### src/rtl/sound_pkg.sv
// Shared constants, types and the priority encoder for the sound event sequencer.
// Channel order in every vector is sheep, sword, player (index 0..2).
package sound_pkg;

  localparam int NUM_CH    = 3;
  localparam int CH_SHEEP  = 0;
  localparam int CH_SWORD  = 1;
  localparam int CH_PLAYER = 2;

  localparam int DEF_DUR_W      = 6;
  localparam int DEF_DUR_SHEEP  = 12;
  localparam int DEF_DUR_SWORD  = 6;
  localparam int DEF_DUR_PLAYER = 30;
  localparam int DEF_H_LAST     = 639;
  localparam int DEF_V_LAST     = 479;

  typedef enum logic {
    ST_IDLE    = 1'b0,
    ST_PLAYING = 1'b1
  } ch_state_e;

  typedef struct packed {
    logic sheep;
    logic sword;
    logic player;
    logic busy;
  } snd_out_t;

  // Fixed priority sheep > sword > player; masked channels keep running.
  function automatic snd_out_t arbitrate(input logic [NUM_CH-1:0] playing);
    snd_out_t o;
    o.sheep  = playing[CH_SHEEP];
    o.sword  = playing[CH_SWORD] & ~playing[CH_SHEEP];
    o.player = playing[CH_PLAYER] & ~playing[CH_SWORD] & ~playing[CH_SHEEP];
    o.busy   = |playing;
    return o;
  endfunction

endpackage

### src/rtl/sound_event_sequencer_if.sv
// Game-logic side of the sequencer: raw collision levels and pixel position in,
// one-hot APU sound requests out.
interface sound_event_sequencer_if;
  logic       sheep_dragon_hit;
  logic       sword_dragon_hit;
  logic       player_dragon_hit;
  logic [9:0] x;
  logic [9:0] y;
  logic       SheepDragonCollision;
  logic       SwordDragonCollision;
  logic       PlayerDragonCollision;
  logic       sound_busy;

  modport master (
    output sheep_dragon_hit, sword_dragon_hit, player_dragon_hit, x, y,
    input  SheepDragonCollision, SwordDragonCollision, PlayerDragonCollision, sound_busy
  );

  modport slave (
    input  sheep_dragon_hit, sword_dragon_hit, player_dragon_hit, x, y,
    output SheepDragonCollision, SwordDragonCollision, PlayerDragonCollision, sound_busy
  );
endinterface

### src/rtl/sound_channel_timer.sv
// One sound channel: rising-edge detect on the raw hit level, a frame-count-down
// burst timer and its IDLE/PLAYING state.
module sound_channel_timer
  import sound_pkg::*;
#(
  parameter int DUR_W = DEF_DUR_W
) (
  input  logic             clk,
  input  logic             reset,
  input  logic             hit,
  input  logic             frame_tick,
  input  logic [DUR_W-1:0] duration,
  output logic             playing,
  output logic [DUR_W-1:0] count
);

  ch_state_e        state_q, state_d;
  logic [DUR_W-1:0] count_q, count_d;
  logic             hit_q, hit_d;
  logic             rise;

  assign rise = hit & ~hit_q;

  always_comb begin
    state_d = state_q;
    count_d = count_q;
    hit_d   = hit;
    // A load beats a coincident tick so a fresh burst always starts at full length.
    if (rise && (duration != '0)) begin
      state_d = ST_PLAYING;
      count_d = duration;
    end else if ((state_q == ST_PLAYING) && frame_tick) begin
      if (count_q <= DUR_W'(1)) begin
        state_d = ST_IDLE;
        count_d = '0;
      end else begin
        count_d = count_q - 1'b1;
      end
    end
  end

  // The edge detector comes out of reset "already high", so a level held
  // across reset has to drop and rise again before it can trigger.
  always_ff @(posedge clk) begin
    if (!reset) begin
      state_q <= ST_IDLE;
      count_q <= '0;
      hit_q   <= 1'b1;
    end else begin
      state_q <= state_d;
      count_q <= count_d;
      hit_q   <= hit_d;
    end
  end

  assign playing = (state_q == ST_PLAYING);
  assign count   = count_q;

endmodule

### src/rtl/sound_event_sequencer.sv
// Turns raw collision levels into fixed-length, one-hot APU sound bursts timed
// in video frames; holds the frame-tick generator and the output arbiter.
module sound_event_sequencer
  import sound_pkg::*;
#(
  parameter int H_LAST     = DEF_H_LAST,
  parameter int V_LAST     = DEF_V_LAST,
  parameter int DUR_W      = DEF_DUR_W,
  parameter int DUR_SHEEP  = DEF_DUR_SHEEP,
  parameter int DUR_SWORD  = DEF_DUR_SWORD,
  parameter int DUR_PLAYER = DEF_DUR_PLAYER
) (
  input  logic                    clk,
  input  logic                    reset,
  sound_event_sequencer_if.slave  bus
);

  logic                          at_end, at_end_q, at_end_d;
  logic                          frame_tick;
  logic [NUM_CH-1:0]             hit;
  logic [NUM_CH-1:0]             playing;
  logic [NUM_CH-1:0]             live;
  logic [NUM_CH-1:0][DUR_W-1:0]  dur;
  logic [NUM_CH-1:0][DUR_W-1:0]  count;
  snd_out_t                      out_q, out_d;

  // One tick per frame no matter how many clocks the last pixel is held.
  assign at_end     = (bus.x == 10'(H_LAST)) && (bus.y == 10'(V_LAST));
  assign frame_tick = at_end & ~at_end_q;

  assign hit[CH_SHEEP]  = bus.sheep_dragon_hit;
  assign hit[CH_SWORD]  = bus.sword_dragon_hit;
  assign hit[CH_PLAYER] = bus.player_dragon_hit;

  assign dur[CH_SHEEP]  = DUR_W'(DUR_SHEEP);
  assign dur[CH_SWORD]  = DUR_W'(DUR_SWORD);
  assign dur[CH_PLAYER] = DUR_W'(DUR_PLAYER);

  for (genvar c = 0; c < NUM_CH; c++) begin : g_ch
    sound_channel_timer #(.DUR_W(DUR_W)) u_timer (
      .clk        (clk),
      .reset      (reset),
      .hit        (hit[c]),
      .frame_tick (frame_tick),
      .duration   (dur[c]),
      .playing    (playing[c]),
      .count      (count[c])
    );
    assign live[c] = playing[c] & (count[c] != '0);
  end

  always_comb begin
    at_end_d = at_end;
    out_d    = arbitrate(live);
  end

  always_ff @(posedge clk) begin
    if (!reset) begin
      at_end_q <= 1'b0;
      out_q    <= '0;
    end else begin
      at_end_q <= at_end_d;
      out_q    <= out_d;
    end
  end

  assign bus.SheepDragonCollision  = out_q.sheep;
  assign bus.SwordDragonCollision  = out_q.sword;
  assign bus.PlayerDragonCollision = out_q.player;
  assign bus.sound_busy            = out_q.busy;

endmodule

### src/flat_wrapper.sv
// flat-port wrapper written by rule: the top's interface ports become plain ports
module sound_event_sequencer_flat import sound_pkg::*;
#(
  parameter int H_LAST     = DEF_H_LAST,
  parameter int V_LAST     = DEF_V_LAST,
  parameter int DUR_W      = DEF_DUR_W,
  parameter int DUR_SHEEP  = DEF_DUR_SHEEP,
  parameter int DUR_SWORD  = DEF_DUR_SWORD,
  parameter int DUR_PLAYER = DEF_DUR_PLAYER
)
  (clk, reset, bus_sheep_dragon_hit, bus_sword_dragon_hit, bus_player_dragon_hit, bus_x, bus_y, bus_SheepDragonCollision, bus_SwordDragonCollision, bus_PlayerDragonCollision, bus_sound_busy);
  sound_event_sequencer_if bus_i ();
  input  logic clk;
  input  logic reset;
  input wire logic [$bits(bus_i.sheep_dragon_hit)-1:0] bus_sheep_dragon_hit;
  input wire logic [$bits(bus_i.sword_dragon_hit)-1:0] bus_sword_dragon_hit;
  input wire logic [$bits(bus_i.player_dragon_hit)-1:0] bus_player_dragon_hit;
  input wire logic [$bits(bus_i.x)-1:0] bus_x;
  input wire logic [$bits(bus_i.y)-1:0] bus_y;
  output wire logic [$bits(bus_i.SheepDragonCollision)-1:0] bus_SheepDragonCollision;
  output wire logic [$bits(bus_i.SwordDragonCollision)-1:0] bus_SwordDragonCollision;
  output wire logic [$bits(bus_i.PlayerDragonCollision)-1:0] bus_PlayerDragonCollision;
  output wire logic [$bits(bus_i.sound_busy)-1:0] bus_sound_busy;
  assign bus_i.sheep_dragon_hit = bus_sheep_dragon_hit;
  assign bus_i.sword_dragon_hit = bus_sword_dragon_hit;
  assign bus_i.player_dragon_hit = bus_player_dragon_hit;
  assign bus_i.x = bus_x;
  assign bus_i.y = bus_y;
  assign bus_SheepDragonCollision = bus_i.SheepDragonCollision;
  assign bus_SwordDragonCollision = bus_i.SwordDragonCollision;
  assign bus_PlayerDragonCollision = bus_i.PlayerDragonCollision;
  assign bus_sound_busy = bus_i.sound_busy;
  sound_event_sequencer #(.H_LAST(H_LAST), .V_LAST(V_LAST), .DUR_W(DUR_W), .DUR_SHEEP(DUR_SHEEP), .DUR_SWORD(DUR_SWORD), .DUR_PLAYER(DUR_PLAYER)) u_core (.clk(clk), .reset(reset), .bus(bus_i));
endmodule
### config.mk
export PLATFORM = sky130hd
export DESIGN_NAME = sound_event_sequencer_flat
export DESIGN_NICKNAME = d
export VERILOG_FILES = /design/src/rtl/sound_pkg.sv /design/src/rtl/sound_event_sequencer_if.sv /design/src/rtl/sound_channel_timer.sv /design/src/rtl/sound_event_sequencer.sv /design/src/flat_wrapper.sv
export SDC_FILE = /design/constraint.sdc
export NUM_CORES = 1
export LEC_CHECK = 0
export CAP_MARGIN = 20
export CORE_ASPECT_RATIO = 1.1
export CORE_MARGIN = 3
export CORE_UTILIZATION = 52
export CTS_BUF_LIST = sky130_fd_sc_hd__clkbuf_4 sky130_fd_sc_hd__clkbuf_8 sky130_fd_sc_hd__clkbuf_16
export DETAILED_ROUTE_END_ITERATION = 10
export HOLD_SLACK_MARGIN = 0.1
export PLACE_DENSITY = 0.79
export SLEW_MARGIN = 20
export SYNTH_ARGS = -nofsm -noshare
export SYNTH_HDL_FRONTEND = slang
export SYNTH_SLANG_ARGS = --single-unit
### constraint.sdc
create_clock -name clk -period 2.9 [get_ports clk]
set_input_delay 0.87 -clock clk [delete_from_list [all_inputs] [get_ports clk]]
set_output_delay 0.87 -clock clk [all_outputs]
set_load 0.1 [all_outputs]
* Yosys cells after proc, flatten, opt, wreduce, memory -nomap -nowiden
Index checks and enable logic that the tools add are counted.
Widths: inputs -> output; s select.
** Cells by class
- Multiplexer cells :: 18
- Reductions and logical operators :: 20
- Add/sub/neg operators :: 3
- Magnitude comparators :: 3
- Equal/unequal tests :: 2
- Bitwise operators :: 17
** Operators by type and width (count)
- $le 6x1->1 const B :: 3
- $mux 6 :: 3
- $reduce_bool 6->1 :: 3
- $sub 6x1->6 const B :: 3
- $reduce_bool 2->1 :: 6
- $and 1x1->1 :: 10
- $eq 10x10->1 const B :: 1
- $eq 10x9->1 const B :: 1
- $mux 5 :: 2
- $mux 1 :: 9
- $mux 4 :: 2
- $not 1->1 :: 7
- $mux 3 :: 2
- $reduce_and 2->1 :: 3
- $reduce_or 2->1 :: 3
- $logic_and 1x1->1 :: 4
- $reduce_or 3->1 :: 1
** Word-level totals
- Bits in registers :: 29
- Output and inout bits :: 4
- Word-level logic and storage cells :: 80

* Logic depth before layout (Yosys ltp)
Gate-level depths: netlist (run 1).
- Depth after elaboration :: 6
- Gate-level depth with buffers :: 6
- Mapped depth without buffers :: 6

* By module
Synthesis (run 1) repeated with hierarchy kept, for this count alone.
** Unflattened totals
- Cells, all modules :: 204
- Area total of the unflattened synthesis :: 1761.7 um^2
** By module, submodules not included
- sound_channel_timer :: times used 3, cells each 59, seq. area each 160.2 um^2, area an instance 500.5 um^2
- sound_event_sequencer :: times used 1, cells each 27, seq. area each 100.1 um^2, area an instance 260.2 um^2

* Least setup slack after synthesis (run 1)
Ideal clock, no wire load.
- Path type :: input port to flip-flop
- Start :: input port bus_y[5]
- End :: register u_core.g_ch[1].u_timer.count_q[5]
- Arrival time :: 2326 ps
- Library setup time :: 70 ps
- Data required time :: 2830 ps
- Buffers on the path :: 1
- Stages on the path :: 5
- Slack :: 504 ps
- Cells stage by stage :: nand4b_4 -> or4_1 -> buf_2 -> or4b_1 -> a21oi_1
** On the way
- Word-level cells in the longest chain between the ends :: 4
** RTL lines
- from (decl) :: RTL line flat_wrapper.sv:19 : input wire logic [$bits(bus_i.y)-1:0] bus_y;
- $eq 10x9->1 :: RTL line sound_event_sequencer.sv:28 : assign at_end = (bus.x == 10'(H_LAST)) && (bus.y == 10'(V_LAST));
- $logic_and 1x1->1 :: RTL line sound_event_sequencer.sv:28
- $and 1x1->1 :: RTL line sound_event_sequencer.sv:29 : assign frame_tick = at_end & ~at_end_q;
- $logic_and 1x1->1 :: RTL line sound_channel_timer.sv:32 : end else if ((state_q == ST_PLAYING) && frame_tick) begin
- to (signal assigned) :: RTL line sound_channel_timer.sv:51 : count_q <= count_d;
- to (decl) :: RTL line sound_channel_timer.sv:18 : logic [DUR_W-1:0] count_q, count_d;
No other way between the ends.
A chain may end at the register's enable or synchronous reset.

* Worst setup path in the final report (run 1)
- Start :: input port bus_y[1]
- End :: register u_core.g_ch[0].u_timer.count_q[5]
** On the way
- Word-level cells in the longest chain between the ends :: 4
** RTL lines (RTL line)
- $eq 10x9->1 :: sound_event_sequencer.sv:28
- $logic_and 1x1->1 :: sound_event_sequencer.sv:28
- $and 1x1->1 :: sound_event_sequencer.sv:29
- $logic_and 1x1->1 :: sound_channel_timer.sv:32
- to (signal assigned) :: sound_channel_timer.sv:51
- to (decl) :: sound_channel_timer.sv:18
No other way between the ends.

==> results of run 1 <==
==> synth_stat cells (2+ instances only) <==
cell type  number  area (µm²)
or3_1           5        31.3
or2_2           2        12.5
o21ai_0         6        30.0
o41ai_1         2        17.5
nand3_1         2        10.0
inv_1           9        33.8
a21oi_1        17        85.1
mux2i_1         3        30.0
dfxtp_1        29         581
nor3_1          9        45.0
nand4b_1        5        43.8
nand4_1         9        56.3
nand2_1         6        22.5
and3_1          4        25.0
clkbuf_1        3        11.3
ha_1            8         100
a21boi_0        2        15.0
nand2b_1        8        50.1
nand3b_1        2        15.0
nor3b_1         3        22.5
o31ai_1         4        30.0
and2_1          2        12.5
nor2_1         12        45.0
nor4_1          6        37.5
a31oi_1         3        18.8
or4_1           2        15.0
a221oi_1        2        17.5
or4b_1          2        20.0
nor2b_1         4        25.0
==> critical path: stages <==
cell	delay, ns
clkdlybuf4s50_1	0.51
nand4b_4	0.12
or4_2	0.74
nor4_1	0.35
mux2i_1	0.23
==> worst min-delay path by stage <==
stage | to | depth (start not counted)
6_report | u_core.g_ch[1].u_timer.count[5] | 2
5_1_grt | u_core.g_ch[1].u_timer.count[5] | 2
4_1_cts | u_core.g_ch[1].u_timer.count[5] | 2
3_5_place_dp | u_core.g_ch[1].u_timer.count[5] | 2
3_3_place_gp | u_core.g_ch[2].u_timer.count[5] | 2
2_1_floorplan | u_core.g_ch[2].u_timer.playing | 2
==> placed cells by master (no fill, tap or decap), types with 8 or more instances in the layout <==
cell	netlist	final
dfxtp_1	29	29
clkdlybuf4s50_1	0	24
a21oi_1	17	17
buf_4	0	14
nor2_1	12	12
inv_1	9	9
nand4_1	9	9
nor3_1	9	9
nand2b_1	8	8
ha_1	8	8
==> state kept, by name, indices dropped and copies added, names as in the netlist <==
name,flops
u_core.g_ch.u_timer.playing,3
u_core.bus.SwordDragonCollision,1
u_core.bus.SheepDragonCollision,1
u_core.at_end_q,1
u_core.g_ch.u_timer.count,18
u_core.g_ch.u_timer.hit_q,3
u_core.bus.sound_busy,1
u_core.bus.PlayerDragonCollision,1
==> cell type report <==
cell class	instances	area, µm²	share of cell area
clock buffer	7	58.8	0.0283
inverter	10	37.5	0.0181
sequential	29	581	0.280
tap	33	41.3	0.0199
clock inverter	1	30.0	0.0145
timing repair buffer	38	345	0.166
multi-input combinational	145	982	0.473
==> cells by family (layout without fill, tap and decap cells) <==
kind of cell / after synthesis / in the layout
flops: 29 / 29
mux: 3 / 3
fa+ha+maj: 8 / 8
buf+inv: 14 / 56
simple gates: 89 / 89
compound gates: 45 / 45
==> power by group <==
| part | internal, W | total [W] | switching [W] |
|---|---|---|---|
| logic | 0.0000640 | 0.000126 | 0.0000624 |
| registers | 0.000410 | 0.000420 | 0.0000104 |
| clock network | 0.000215 | 0.000369 | 0.000154 |
| total | 0.000689 | 0.000916 | 0.000227 |
==> per-stage QoR <==
| step | total power [W] | utilization | hold slack [ns] |
|---|---|---|---|
| 2_1_floorplan | 0.000495 | - | 0.465 |
| 5_1_grt | 0.000956 | 0.721 | 0.552 |
| 3_5_place_dp | 0.000553 | 0.690 | 0.493 |
| 4_1_cts | 0.000916 | 0.721 | 0.507 |
| 6_report | 0.000916 | 0.721 | 0.506 |
| 3_3_place_gp | 0.000549 | 0.690 | 0.487 |
==> layer usage <==
metal | share of wire | global-route usage | vias to the layer above
li1 | - | - | 801
met1 | 0.43 | 0.317 | 747
met2 | 0.50 | 0.412 | 55
met3 | 0.050 | 0.0418 | 7
met4 | 0.015 | 0.0992 | 0
met5 | 0 | 0 | -
==> out/qor.yml, run 1 <==
place:
  dp_slack_ns: -0.00943
  port_buffers: 28
  globalplace.congestion: 0.890
  dp_hpwl_um: 3100
  postPlaceCellArea_mm2: 0.00199
  dp.cells: 255
critical_path:
  cp_max_fo: 5
  r2r_slack_ns: 1.00
  required_ns: 3.17
  worst_r2r_path_depth: 6
  crit_path_end: "u_core.g_ch[0].u_timer.count[5]"
  cp-startpoint: "bus_y[1]"
  crit_arrival_ns: 2.82
  critical_path_class: "input pin to flip-flop"
  rr_startpoint: "u_core.g_ch[1].u_timer.count[0]"
  timing.rr.end: "u_core.g_ch[1].u_timer.count[3]"
  worstSetupStartpointType: "input pin"
  endpoint_kind: "flip-flop"
global_route:
  grt_pass1_vias: 1518
  grt_pass1_wl_um: 7270
  grt_max_degree: 13
  antenna_found_initial: 0
  grt_remaining_overflow: 0
  grt_util_all_layers: 0.249
detailed_routing:
  vias: 1610
  first_pass_iters: 7
  drtIter0Drc: 159
  viasPerCell: 6.12
  drc: 0
  wirelength_um: 4250
  final_antenna_net_count: 0
  wl_per_cell_um: 16.1
yosys:
  synthesis.nets: 221
  ys_seq_area_frac: 0.359
  synthAdderAreaFrac: 0.0619
  ys_ff_latch: 29
  synth_ff_type: "dfxtp_1"
  synth.avg_cell_area_um2: 8.60
  synth_edf_count: 0
  synthArstFlopShare: 0
  synth_top_family_by_area: "simple AND/OR/NAND/NOR gates"
  yosysUniqueCellTypes: 46
  syn_inst: 188
  synth_compound_area_frac: 0.180
  synthMuxAreaShare: 0.0186
  ys_warn_count: 0
  netlist_area_mm2: 0.00162
  yosys.area_share.simple: 0.348
  synthXorXnorAreaFrac: 0
sta:
  slew_headroom: 0.415
  rsz0062_at_grt: "no"
  period_share: 0.879
  setup_viol: 0
  period_needed_ns: 2.55
  setup_ws_ns: 0.350
  skew_ns: 0.00388
  fmax_mhz: 392
  fin_tns_setup_ns: 0
  hold_violations: 0
  slew_viol_final: 0
  worst_pin_slew_ns: 0.869
clock_tree:
  htree_levels: 2
  cts-resized-gates: 0
  clk_pin_slew_worst_paths_ns: 0.10
  cts_buffers: 5
  tritoncts: "yes"
  clock_sinks: 29
  ctsHoldBuffers: 0
  clock_path_buffers: 2
  worstSkewPairLatency_ns: 0.34
  root_buffer: "clkbuf_4"
  post-cts-setup-buffer-count: 0
worst_hold_path:
  hold_class: "flip-flop to flip-flop"
  min_from: "u_core.g_ch[1].u_timer.count[5]"
power:
  power.leakage_nw: 0.794
  peakVddDrop_v: 0.000325
  power_density_mw_per_mm2: 441
status:
  status: "finished clean"
die:
  core_mm2: 0.00288
  die_h_um: 64.5
  die_x_um: 59.2
  initial_utilization: 0.562
  die_area_mm2: 0.00381
  io_pins: 29
  rows: 20
final_layout:
  layout-drive-gt1-share: 0.122
  syn_to_final_growth_pct: 28.4
  num_antenna_cells: 0
  fin_nets: 262
  num-fill-cells: 234
  fin_area_mm2: 0.00208
  stdcell_count: 263
run:
  maxCapViolCount: 0
Power figures use the tool's default switching activity.
==> run 2, diff against run 1 <==
--- a/config.mk
+++ b/config.mk
@@ -10,6 +10,7 @@
 export CORE_MARGIN = 3
 export CORE_UTILIZATION = 52
 export CTS_BUF_LIST = sky130_fd_sc_hd__clkbuf_4 sky130_fd_sc_hd__clkbuf_8 sky130_fd_sc_hd__clkbuf_16
+export CTS_CLUSTER_SIZE = 24
 export DETAILED_ROUTE_END_ITERATION = 10
 export HOLD_SLACK_MARGIN = 0.1
 export PLACE_DENSITY = 0.79
==> results of run 2 <==
The final DEF is identical to that of run 1; final timing and power are the same.
